File: src/rtl/instr_fetch_unit_pkg.sv
// Shared types and constants for the instruction fetch front-end.
package instr_fetch_unit_pkg;

   localparam int unsigned INSTR_W          = 32;
   localparam int unsigned DEFAULT_RESET_PC = 0;

   // Fetch control FSM
   typedef enum logic [1:0] {
      StIdle  = 2'd0,
      StRun   = 2'd1,
      StDrain = 2'd2
   } if_state_e;

endpackage

File: src/rtl/instr_fetch_unit_fifo.sv
// Prefetch FIFO: synchronous, registered head, occupancy count, sync clear, async reset.
module instr_fetch_unit_fifo #(
   parameter int unsigned DEPTH = 2,
   parameter int unsigned WIDTH = 64
) (
   input  logic                         CLK,
   input  logic                         RST,
   input  logic                         clr,
   input  logic                         push,
   input  logic [WIDTH-1:0]             wdata,
   input  logic                         pop,
   output logic [WIDTH-1:0]             rdata,
   output logic                         valid,
   output logic [$clog2(DEPTH+1)-1:0]   count
);

   localparam int unsigned PW = (DEPTH > 1) ? $clog2(DEPTH) : 1;
   localparam int unsigned CW = $clog2(DEPTH + 1);

   logic [WIDTH-1:0] mem_q [DEPTH];
   logic [PW-1:0]    wr_ptr_q, rd_ptr_q;
   logic [CW-1:0]    count_q;
   logic             do_push, do_pop;

   // A push into a full FIFO is accepted only when the head leaves in the same cycle
   always_comb begin
      do_pop  = pop & (count_q != '0);
      do_push = push & ((count_q != CW'(DEPTH)) | do_pop);
   end

   // Storage, pointers and occupancy
   always_ff @(posedge CLK or posedge RST) begin
      if (RST) begin
         for (int i = 0; i < DEPTH; i++) begin
            mem_q[i] <= '0;
         end
         wr_ptr_q <= '0;
         rd_ptr_q <= '0;
         count_q  <= '0;
      end else if (clr) begin
         wr_ptr_q <= '0;
         rd_ptr_q <= '0;
         count_q  <= '0;
      end else begin
         if (do_push) begin
            mem_q[wr_ptr_q] <= wdata;
            wr_ptr_q        <= wr_ptr_q + PW'(1);
         end
         if (do_pop) begin
            rd_ptr_q <= rd_ptr_q + PW'(1);
         end
         count_q <= count_q + CW'(do_push) - CW'(do_pop);
      end
   end

   assign rdata = mem_q[rd_ptr_q];
   assign valid = (count_q != '0);
   assign count = count_q;

endmodule

File: src/rtl/instr_fetch_unit.sv
// Instruction fetch front-end: owns the PC, issues in-order reads, buffers words for decode,
// and flushes/refetches on a taken branch.
module instr_fetch_unit
   import instr_fetch_unit_pkg::*;
#(
   parameter int unsigned    AW       = 32,
   parameter int unsigned    DEPTH    = 2,
   parameter logic [AW-1:0]  RESET_PC = AW'(DEFAULT_RESET_PC)
) (
   input  logic               CLK,
   input  logic               RST,
   input  logic               fetch_en,
   output logic               im_req,
   output logic [AW-1:0]      im_addr,
   input  logic               im_gnt,
   input  logic               im_rvalid,
   input  logic [31:0]        im_rdata,
   output logic [31:0]        instr,
   output logic [AW-1:0]      instr_pc,
   output logic               instr_valid,
   input  logic               instr_ready,
   input  logic               redirect,
   input  logic [AW-1:0]      redirect_pc
);

   localparam int unsigned  CW      = $clog2(DEPTH + 1);
   localparam int unsigned  FW      = INSTR_W + AW;
   localparam logic [CW:0]  DEPTH_W = (CW + 1)'(DEPTH);

   logic [AW-1:0] pc_q, pc_d;
   logic [AW-1:0] resp_pc_q, resp_pc_d;
   logic [CW-1:0] inflight_q, inflight_d;
   logic [CW-1:0] drop_cnt_q, drop_cnt_d;
   logic [CW-1:0] fifo_count;
   logic [FW-1:0] fifo_rdata;
   if_state_e     state_q, state_d;
   logic          grant, rsp_acc, push, pop, room;

   // Handshake decode. A slot freed by this cycle's pop counts as room, so a full pipe
   // sustains one instruction per cycle. Nothing is requested while reset is held.
   always_comb begin
      pop     = instr_valid & instr_ready;
      rsp_acc = im_rvalid & (inflight_q != '0);
      push    = rsp_acc & (drop_cnt_q == '0) & ~redirect;
      room    = ({1'b0, fifo_count} + {1'b0, inflight_q}) < (DEPTH_W + {{CW{1'b0}}, pop});
      im_req  = fetch_en & ~RST & room & ~redirect;
      im_addr = pc_q;
      grant   = im_req & im_gnt;
   end

   // PC, response PC, outstanding and to-be-discarded counters
   always_comb begin
      pc_d       = pc_q;
      resp_pc_d  = resp_pc_q;
      drop_cnt_d = drop_cnt_q;
      inflight_d = inflight_q + CW'(grant) - CW'(rsp_acc);
      if (grant) begin
         pc_d = pc_q + AW'(1);
      end
      if (redirect) begin
         pc_d      = redirect_pc;
         resp_pc_d = redirect_pc;
         // Every request still outstanding after this edge belongs to the old stream
         drop_cnt_d = inflight_q - CW'(rsp_acc);
      end else begin
         if (rsp_acc && (drop_cnt_q != '0)) begin
            drop_cnt_d = drop_cnt_q - CW'(1);
         end
         if (push) begin
            resp_pc_d = resp_pc_q + AW'(1);
         end
      end
   end

   // Fetch control FSM next state
   always_comb begin
      state_d = state_q;
      case (state_q)
         StIdle: begin
            if (redirect && (drop_cnt_d != '0)) begin
               state_d = StDrain;
            end else if (fetch_en) begin
               state_d = StRun;
            end
         end
         StRun: begin
            if (redirect && (drop_cnt_d != '0)) begin
               state_d = StDrain;
            end else if (!fetch_en) begin
               state_d = StIdle;
            end
         end
         StDrain: begin
            if (drop_cnt_d == '0) begin
               state_d = fetch_en ? StRun : StIdle;
            end
         end
         default: state_d = StIdle;
      endcase
   end

   // Control state registers
   always_ff @(posedge CLK or posedge RST) begin
      if (RST) begin
         pc_q       <= RESET_PC;
         resp_pc_q  <= RESET_PC;
         inflight_q <= '0;
         drop_cnt_q <= '0;
         state_q    <= StIdle;
      end else begin
         pc_q       <= pc_d;
         resp_pc_q  <= resp_pc_d;
         inflight_q <= inflight_d;
         drop_cnt_q <= drop_cnt_d;
         state_q    <= state_d;
      end
   end

   instr_fetch_unit_fifo #(
      .DEPTH (DEPTH),
      .WIDTH (FW)
   ) u_fifo (
      .CLK   (CLK),
      .RST   (RST),
      .clr   (redirect),
      .push  (push),
      .wdata ({im_rdata, resp_pc_q}),
      .pop   (pop),
      .rdata (fifo_rdata),
      .valid (instr_valid),
      .count (fifo_count)
   );

   assign instr    = fifo_rdata[FW-1:AW];
   assign instr_pc = fifo_rdata[AW-1:0];

endmodule

File: config.mk
export PLATFORM = sky130hd
export DESIGN_NAME = instr_fetch_unit
export DESIGN_NICKNAME = d
export VERILOG_FILES = /design/src/rtl/instr_fetch_unit_pkg.sv /design/src/rtl/instr_fetch_unit_fifo.sv /design/src/rtl/instr_fetch_unit.sv
export SDC_FILE = /design/constraint.sdc
export NUM_CORES = 1
export LEC_CHECK = 0
export BUFFER_PORTS_ARGS = -buffer_cell sky130_fd_sc_hd__buf_2
export CORE_ASPECT_RATIO = 1.75
export CORE_UTILIZATION = 55
export DETAILED_ROUTE_END_ITERATION = 8
export MAX_ROUTING_LAYER = met4
export PLACE_DENSITY_LB_ADDON = 0.05
export SLEW_MARGIN = 20
export SYNTH_ARGS = -nofsm -noshare
export SYNTH_HDL_FRONTEND = slang
export SYNTH_SLANG_ARGS = --single-unit
File: constraint.sdc
create_clock -name CLK -period 13.6 [get_ports CLK]
set_input_delay 1.36 -clock CLK [delete_from_list [all_inputs] [get_ports CLK]]
set_output_delay 1.36 -clock CLK [all_outputs]
set_load 0.03 [all_outputs]
# Yosys cells after proc, flatten, opt, wreduce, memory -nomap -nowiden
# Index checks and enable logic that the tools add are counted.
# classes
addsub	12
multipliers	0
n_div	0
order_cmp	4
eq_ne	1
shifts	0
n_mux	17
bitwise	15
reduce_logical	12
# ops
operator	n
64-bit two-way mux	4
128-bit bitwise mux	1
32-bit two-way mux	4
32-bit by 1-bit adder with 32-bit output, second input constant	2
64-bit demux with 1-bit select	1
2-bit nonzero test	8
1-bit AND	10
2-bit two-way mux	3
2-bit by 1-bit subtractor with 2-bit output	3
2-bit by 1-bit adder with 2-bit output	2
2-bit greater-or-equal comparator, second input constant	2
1-bit two-way mux	4
1-bit inverter with 2-bit output	2
2-bit by 1-bit adder with 3-bit output, first input constant	1
2-bit by 2-bit adder with 3-bit output	1
3-bit less-than comparator	1
1-bit adder, second input constant	2
1-bit logical AND	2
2-bit logical NOT	1
2-bit by 1-bit less-than comparator with 1-bit output, second input constant	1
2-bit inequality test, second input constant	1
1-bit inverter	2
2-bit AND reduction	1
2-bit by 1-bit subtractor with 2-bit output, second input constant	1
1-bit bitwise OR	1
# totals
reg_bits	200
latchBits	0
mem_bits_rw	0
rom_bits	0
inputBits	71
out_inout_bits	98
wordCells	70
memories	0

# Depth between registers and ports, before layout
# Gate-level depths: netlist of the first run.
# logic_depth
word_depth	9
mapped_depth	13

# Modules after synthesis
# A second synthesis of the first run with hierarchy kept.
# unflattened
hier_cells	776
area_unflattened_um2	9863.2
# modules_own_cells
module	n_inst	cells_each	area_each_um2	seq_area_each_um2
instr_fetch_unit_fifo	1	365	5979.5	3303.2
instr_fetch_unit	1	411	3883.7	1701.6

# Worst setup path after synthesis of the first run
# OpenSTA, ideal clock, no wires.
# synth_timing
path_type	input -> register
startpoint	in redirect
endpoint	reg inflight_q[1]
setup_time_ns	0.123
arrival_ns	3.423
t_required_ns	13.477
setup_slack_ns	10.055
path_stages	12
cell_sequence	clkbuf_1 > nor4b_2 > nand2_1 > nor2_2 > inv_1 > clkbuf_1 > clkbuf_1 > ha_1 > inv_1 > ha_1 > xnor2_1 > xnor2_1
# synth_between
elab_chain_len	5
# synth_lines
element	line_no	rtl
from (decl)	instr_fetch_unit.sv:22	input logic redirect,
1-bit inverter (no source line)	n/a	
1-bit AND	instr_fetch_unit.sv:46	im_req = fetch_en & ~RST & room & ~redirect;
1-bit AND	instr_fetch_unit.sv:48	grant = im_req & im_gnt;
2-bit by 1-bit adder with 2-bit output	instr_fetch_unit.sv:56	inflight_d = inflight_q + CW'(grant) - CW'(rsp_acc);
2-bit by 1-bit subtractor with 2-bit output	instr_fetch_unit.sv:56	
net inflight_d[1]	instr_fetch_unit.sv:32	logic [CW-1:0] inflight_q, inflight_d;
to (signal assigned)	instr_fetch_unit.sv:113	inflight_q <= inflight_d;
to (decl)	instr_fetch_unit.sv:32	
# The timed path passes the listed nets, and every way through them passes these cells.
# A chain may end at the register's enable or synchronous reset.

# Final worst setup path of the first run
# Same ends and word-level chain as after synthesis.

==> run_results.csv, run 1 <==
group,metric,value,unit
final_layout,fin_nets,1037,
final_layout,fin_cells,1196,
power_and_ir_drop,peakVddDrop,0.113,mV
drt,wl,23600,um
worst_setup_path,cp.required,13950,ps
timing,tns,0,ps
job,maxCapViolations,0,
final_layout,antennaDiodeCount,0,
global_route,grt_max_degree,132,
final_layout,area_growth_syn_to_layout,16.6,%
timing,hold_viol_final,0,
clock_tree,cts_root_buf,"clkbuf_16",
timing,min_period_over_period,0.304,
final_layout,drive_gt1_frac,0.438,
drt,drtAntennaViolNets,0,
drt,dr.pass1.iters,5,
logic_synthesis,synth_mux_area_frac,0.235,
worst_setup_path,arrival,4480,ps
logic_synthesis,async_flop_share,1.00,
logic_synthesis,yosys.area_share.xor_xnor,0.0380,
die,ios,169,
drt,routed_via_density,5.87,
logic_synthesis,synth_cell_types,54,
die,fp-row-count,63,
logic_synthesis,synthCells,799,
worst_setup_path,critPathKind,"input port to flop",
logic_synthesis,synth_edf_count,0,
timing,rsz0062_at_grt,"false",
drt,num_vias,7015,
die,die_height,177,um
clock_tree,clock_latency,430,ps
timing,clock_skew,7.32,ps
logic_synthesis,yosys.area_share.simple,0.106,
clock_tree,clk_pin_slew,70,ps
placement,dpl.cell_count,1164,
status,status,"finished, final reports clean",
worst_setup_path,start_kind,"input port",
die,initial_core_util,0.565,
timing,min_period,4140,ps
clock_tree,numCtsBuffers,17,
logic_synthesis,synth-seq-cells,200,
placement,dp_hpwl,16800,um
timing,setup_violations,0,
logic_synthesis,yosys_warnings,0,
placement,io_buffers,168,
drt,drc,0,
clock_tree,cts_max_path_buffers,2,
logic_synthesis,synth_compound_area_frac,0.0642,
clock_tree,ctsResizeCount,0,
drt,first_iter_violations,306,
logic_synthesis,synth.top_cell.area_share,0.518,
final_layout,final_util,0.659,
clock_tree,ctsHoldBuffers,0,
global_route,track_usage,0.278,
logic_synthesis,synthTopCellsByArea,"dfrtp_1 52%, mux2_2 23%, xor2_1 2.6%, nand2_1 1.7%, nand4_1 1.6%",
logic_synthesis,yosysSeqAreaShare,0.518,
clock_tree,cts_tree,"yes",
global_route,grt-ovfl-total,0,
power_and_ir_drop,finalPower,2.36,mW
clock_tree,cts_num_sinks,200,
final_layout,nFillCells,1384,
logic_synthesis,syn-cell-area,9670,um2
final_layout,final_common_cell,"mux2_2",
logic_synthesis,yosys.area.top_type,"dfrtp_1",
logic_synthesis,synth_fa_ha_area_frac,0.0137,
worst_setup_path,cp-end-kind,"flop",
worst_setup_path,crit_fanout,54,
timing,worst_pin_slew,945,ps
logic_synthesis,synthFlopType,"dfrtp_1",
global_route,antenna_found_initial,0,
die,dieArea,18100,um2
power_and_ir_drop,power.density,209,nW/um2
clock_tree,cts_setup_buffers,0,
drt,post_drt_wl_per_cell,19.7,um
logic_synthesis,avgSynthCellArea,12.1,um2
logic_synthesis,synth_fp_nets,880,
global_route,grt_pass1_vias,7374,
die,fp.dieW,102,um
power_and_ir_drop,leakage,5.15,nW
placement,gp_congestion,0.945,
timing,drv_slew,0,
die,coreArea,17100,um2
clock_tree,htreeDepth,4,
global_route,grt_pass1_wl,37300,um
worst_hold_path,hold_class,"flop to flop",
final_layout,layout.cells.most_common_list,"201 x mux2_2, 199 x dfrtp_1, 168 x buf_2, 45 x nand2_1",
logic_synthesis,synth_top_family_by_area,"multiplexers",
timing,max_freq,242,MHz
timing,relSlewSlack,0.365,
final timing paths:
path | start | to | slack [ps] | cells after the start
worst max-delay path | redirect | inflight_q[1]$_DFF_PP0_ | 9460 | 11
worst min-delay path | u_fifo.mem_q[73]$_DFFE_PP0P_ | u_fifo.mem_q[73]$_DFFE_PP0P_ | 500 | 1
worst max register to register | inflight_q[0]$_DFF_PP0_ | inflight_q[1]$_DFF_PP0_ | 9710 | 11
worst min register to register | u_fifo.mem_q[73]$_DFFE_PP0P_ | u_fifo.mem_q[73]$_DFFE_PP0P_ | 500 | 1
max in group asynchronous | RST | u_fifo.mem_q[13]$_DFFE_PP0P_ | 10980 | 3
min in group asynchronous | RST | im_addr[11]$_DFFE_PP0P_ | 1080 | 2
logic make-up after synthesis:
kind of cell,count (synthesis)
muxes,202
DFF,200
and+or+nand+nor,191
AOI/OAI and AO/OA,94
buffers and inverters,60
xor gates and xnor gates,42
adders and majority gates,10
Yosys cell counts, drive strengths merged (3+ instances only):
cell type,number
mux2,201
dfrtp,200
nand2,45
o21ai,31
nor2,30
xor2,29
nand3,28
nand4,25
clkbuf,24
inv,21
a21oi,15
buf,15
xnor2,13
nor3,11
and3,10
o211ai,10
ha,9
nor4,8
and2,7
and4,7
or4,7
or3,5
a31oi,4
o311ai,4
o31ai,4
a211oi,3
a21o,3
nor2b,3
o31a,3
metrics by stage:
stage               setup WS [ps]  hold WS (ps)  cell area (um2)
finish                       9460           504            11300
global route                 9180           522            11300
CTS                          9480           507            11300
detailed placement           9030           490            10700
global placement             9140           483            10700
floorplan                    6790           475             9670
cell type report:
cell class / instances / area [um2] / share of cell area
multi-input combinational: 539 / 4430 / 0.393
inverter: 21 / 86.3 / 0.00766
timing repair buffer: 177 / 908 / 0.0806
tap: 227 / 284 / 0.0252
sequential: 200 / 5010 / 0.444
clock inverter: 11 / 91.3 / 0.00810
clock buffer: 21 / 470 / 0.0417
flip-flops by register name, indices dropped and copies added, names as in the netlist:
| name | cells |
|---|---|
| u_fifo.mem_q | 128 |
| im_addr | 32 |
| resp_pc_q | 32 |
| drop_cnt_q | 2 |
| inflight_q | 2 |
| u_fifo.count | 2 |
| u_fifo.rd_ptr_q | 1 |
| u_fifo.wr_ptr_q | 1 |
layer usage:
metal / global-route usage / wire [um] / part of all wire / up-vias
met2: 0.486 / 12600 / 0.53 / 238
met4: 0.101 / 599 / 0.025 / 0
met3: 0.0465 / 1070 / 0.045 / 43
met5: - / 0 / 0 / -
met1: 0.314 / 9350 / 0.40 / 3502
li1: - / - / - / 3232
worst max-delay path, cell delays in order:
cell and delay [ps]:
buf_2 90, buf_4 290, nor4b_2 330, nand2_1 210, nor2_2 670, inv_1 550, ha_1 440, inv_1 40
ha_1 180, xnor2_1 170, xnor2_1 140
report_power, final:
part	switching, mW	total [mW]	leakage [nW]	internal, mW
Combinational	0.559	0.964	2.38	0.405
Clock	0.226	0.478	0.280	0.253
Sequential	0.129	0.917	2.49	0.787
(Power assumes the default switching activity.)
==> inputs of run 2 (changes only) <==
--- a/config.mk
+++ b/config.mk
@@ -7,7 +7,7 @@
 export LEC_CHECK = 0
 export BUFFER_PORTS_ARGS = -buffer_cell sky130_fd_sc_hd__buf_2
 export CORE_ASPECT_RATIO = 1.75
-export CORE_UTILIZATION = 55
+export CORE_UTILIZATION = 51
 export DETAILED_ROUTE_END_ITERATION = 8
 export MAX_ROUTING_LAYER = met4
 export PLACE_DENSITY_LB_ADDON = 0.05
==> constraint.sdc (replaced) <==
create_clock -name CLK -period 3.51 [get_ports CLK]
set_input_delay 0.351 -clock CLK [delete_from_list [all_inputs] [get_ports CLK]]
set_output_delay 0.351 -clock CLK [all_outputs]
set_load 0.03 [all_outputs]
==> run_results.csv, run 2 (synthesis gave the netlist of run 1 again) <==
group,metric,value,unit
timing,setup_violations,0,
final_layout,fin_nets,1049,
power_and_ir_drop,finalPower,9.35,mW
clock_tree,numCtsBuffers,17,
worst_setup_path,r2r-start,"inflight_q[0]$_DFF_PP0_",
worst_setup_path,start_kind,"flop",
worst_setup_path,endpoint,"im_addr[7]$_DFFE_PP0P_",
timing,max_freq,351,MHz
global_route,grt-ovfl-total,0,
clock_tree,cts_num_sinks,200,
worst_setup_path,r2r-end,"im_addr[7]$_DFFE_PP0P_",
worst_setup_path,critPathKind,"flop to flop",
final_layout,final_common_cell,"mux2_2",
global_route,grt_pass1_vias,7277,
drt,num_vias,7079,
power_and_ir_drop,peakVddDrop,0.512,mV
clock_tree,cts_tree,"yes",
final_layout,layout.cells.most_common_list,"201 x mux2_2, 199 x dfrtp_1, 168 x buf_2, 45 x nand2_1",
drt,first_iter_violations,332,
timing,min_period,2850,ps
clock_tree,cts_setup_buffers,0,
final_layout,antennaDiodeCount,0,
timing,tns,0,ps
clock_tree,cts_max_path_buffers,2,
drt,dr.pass1.iters,5,
drt,drc,0,
placement,gp_congestion,0.909,
final_layout,top_register,"u_fifo.mem_q",
timing,worst_pin_slew,856,ps
status,violations,"hold timing",
final_layout,nFillCells,1540,
worst_hold_path,hold_class,"input port to asynchronous set/reset pin",
worst_setup_path,rrSetupSlack,660,ps
die,coreArea,18600,um2
worst_setup_path,cp-end-kind,"flop",
timing,holdWs,-22.9,ps
timing,hold_viol_final,19,
clock_tree,clk_pin_slew,70,ps
clock_tree,ctsResizeCount,0,
final_layout,area_growth_syn_to_layout,19.2,%
job,maxCapViolations,0,
die,ios,169,
placement,detailedPlace.worstSlack,672,ps
global_route,grt_pass1_wl,39100,um
die,fp-row-count,66,
worst_setup_path,r2r.worst_path.cells,7,
die,die_height,184,um
drt,drtAntennaViolNets,0,
worst_setup_path,cp.required,3830,ps
timing,drv_slew,0,
placement,dp_hpwl,17600,um
timing,min_period_over_period,0.812,
clock_tree,ctsHoldBuffers,0,
status,status,"finished, violations left",
global_route,track_usage,0.267,
clock_tree,htreeDepth,4,
worst_setup_path,arrival,3170,ps
drt,wl,24200,um
global_route,antenna_found_initial,0,
die,initial_core_util,0.520,
die,fp.dieW,106,um
drt,routed_via_density,5.81,
clock_tree,cts_root_buf,"clkbuf_16",
final_layout,regArea,5010,um2
final_layout,largest_reg_flops,128,
final_layout,multi_input_area,4430,um2
timing,relSlewSlack,0.425,
worst_setup_path,crit_fanout,7,
timing,setup_ws,659,ps
drt,post_drt_wl_per_cell,19.8,um
placement,io_buffers,168,
timing,rsz0062_at_grt,"false",
die,dieArea,19500,um2
worst_setup_path,startpoint,"inflight_q[0]$_DFF_PP0_",
global_route,grt_max_degree,65,
power_and_ir_drop,leakage,5.23,nW
timing,clock_skew,10.6,ps
power_and_ir_drop,power.density,811,nW/um2
clock_tree,clock_latency,430,ps
final_layout,drive_gt1_frac,0.443,
==> run 2: worst min path at each step <==
stage	endpoint	slack, ps	depth (start not counted)
3_5_place_dp	u_fifo.mem_q[18]$_DFFE_PP0P_	490	1
2_1_floorplan	u_fifo.mem_q[0]$_DFFE_PP0P_	470	1
5_1_grt	u_fifo.rd_ptr_q$_DFFE_PP0P_	6	2
4_1_cts	u_fifo.mem_q[57]$_DFFE_PP0P_	150	2
3_3_place_gp	u_fifo.mem_q[38]$_DFFE_PP0P_	480	1
6_report	u_fifo.rd_ptr_q$_DFFE_PP0P_	-20	2
==> run 2: per-stage QoR <==
stage          instance area, um2  instances  hold WS, ps   util
3_3_place_gp                10900       1186          483  0.588
4_1_cts                     11500       1218          146  0.619
3_5_place_dp                10900       1186          490  0.588
2_1_floorplan                9670        799          475      -
5_1_grt                     11500       1219         6.08  0.620
6_report                    11500       1219        -22.9  0.620
==> run 2: layout make-up <==
type,instances,area share
clock inverter,12,0.0123
timing repair buffer,189,0.0975
inverter,21,0.00716
tap,238,0.0258
multi-input combinational,539,0.384
sequential,200,0.434
clock buffer,20,0.0387
==> run 2: per-layer routing <==
metal / global-route usage / share of wire / up-vias
li1: - / - / 3242
met1: 0.321 / 0.40 / 3560
met2: 0.457 / 0.53 / 233
met3: 0.0361 / 0.041 / 44
met4: 0.0989 / 0.027 / 0
met5: - / 0 / -
==> run 2: critical path: stages, from the launching register on <==
cell and delay [ps]:
dfrtp_1 440, ha_1 240, fa_1 380, nor4b_2 320, nand2_1 220, nor3_1 720
xor2_1 130, mux2_2 300
==> run 2: report_power, final <==
part | total [mW] | leakage [nW] | switching, mW | internal (mW)
logic | 3.84 | 2.47 | 2.22 | 1.63
clock network | 1.97 | 0.270 | 0.889 | 1.08
registers | 3.54 | 2.49 | 0.489 | 3.05
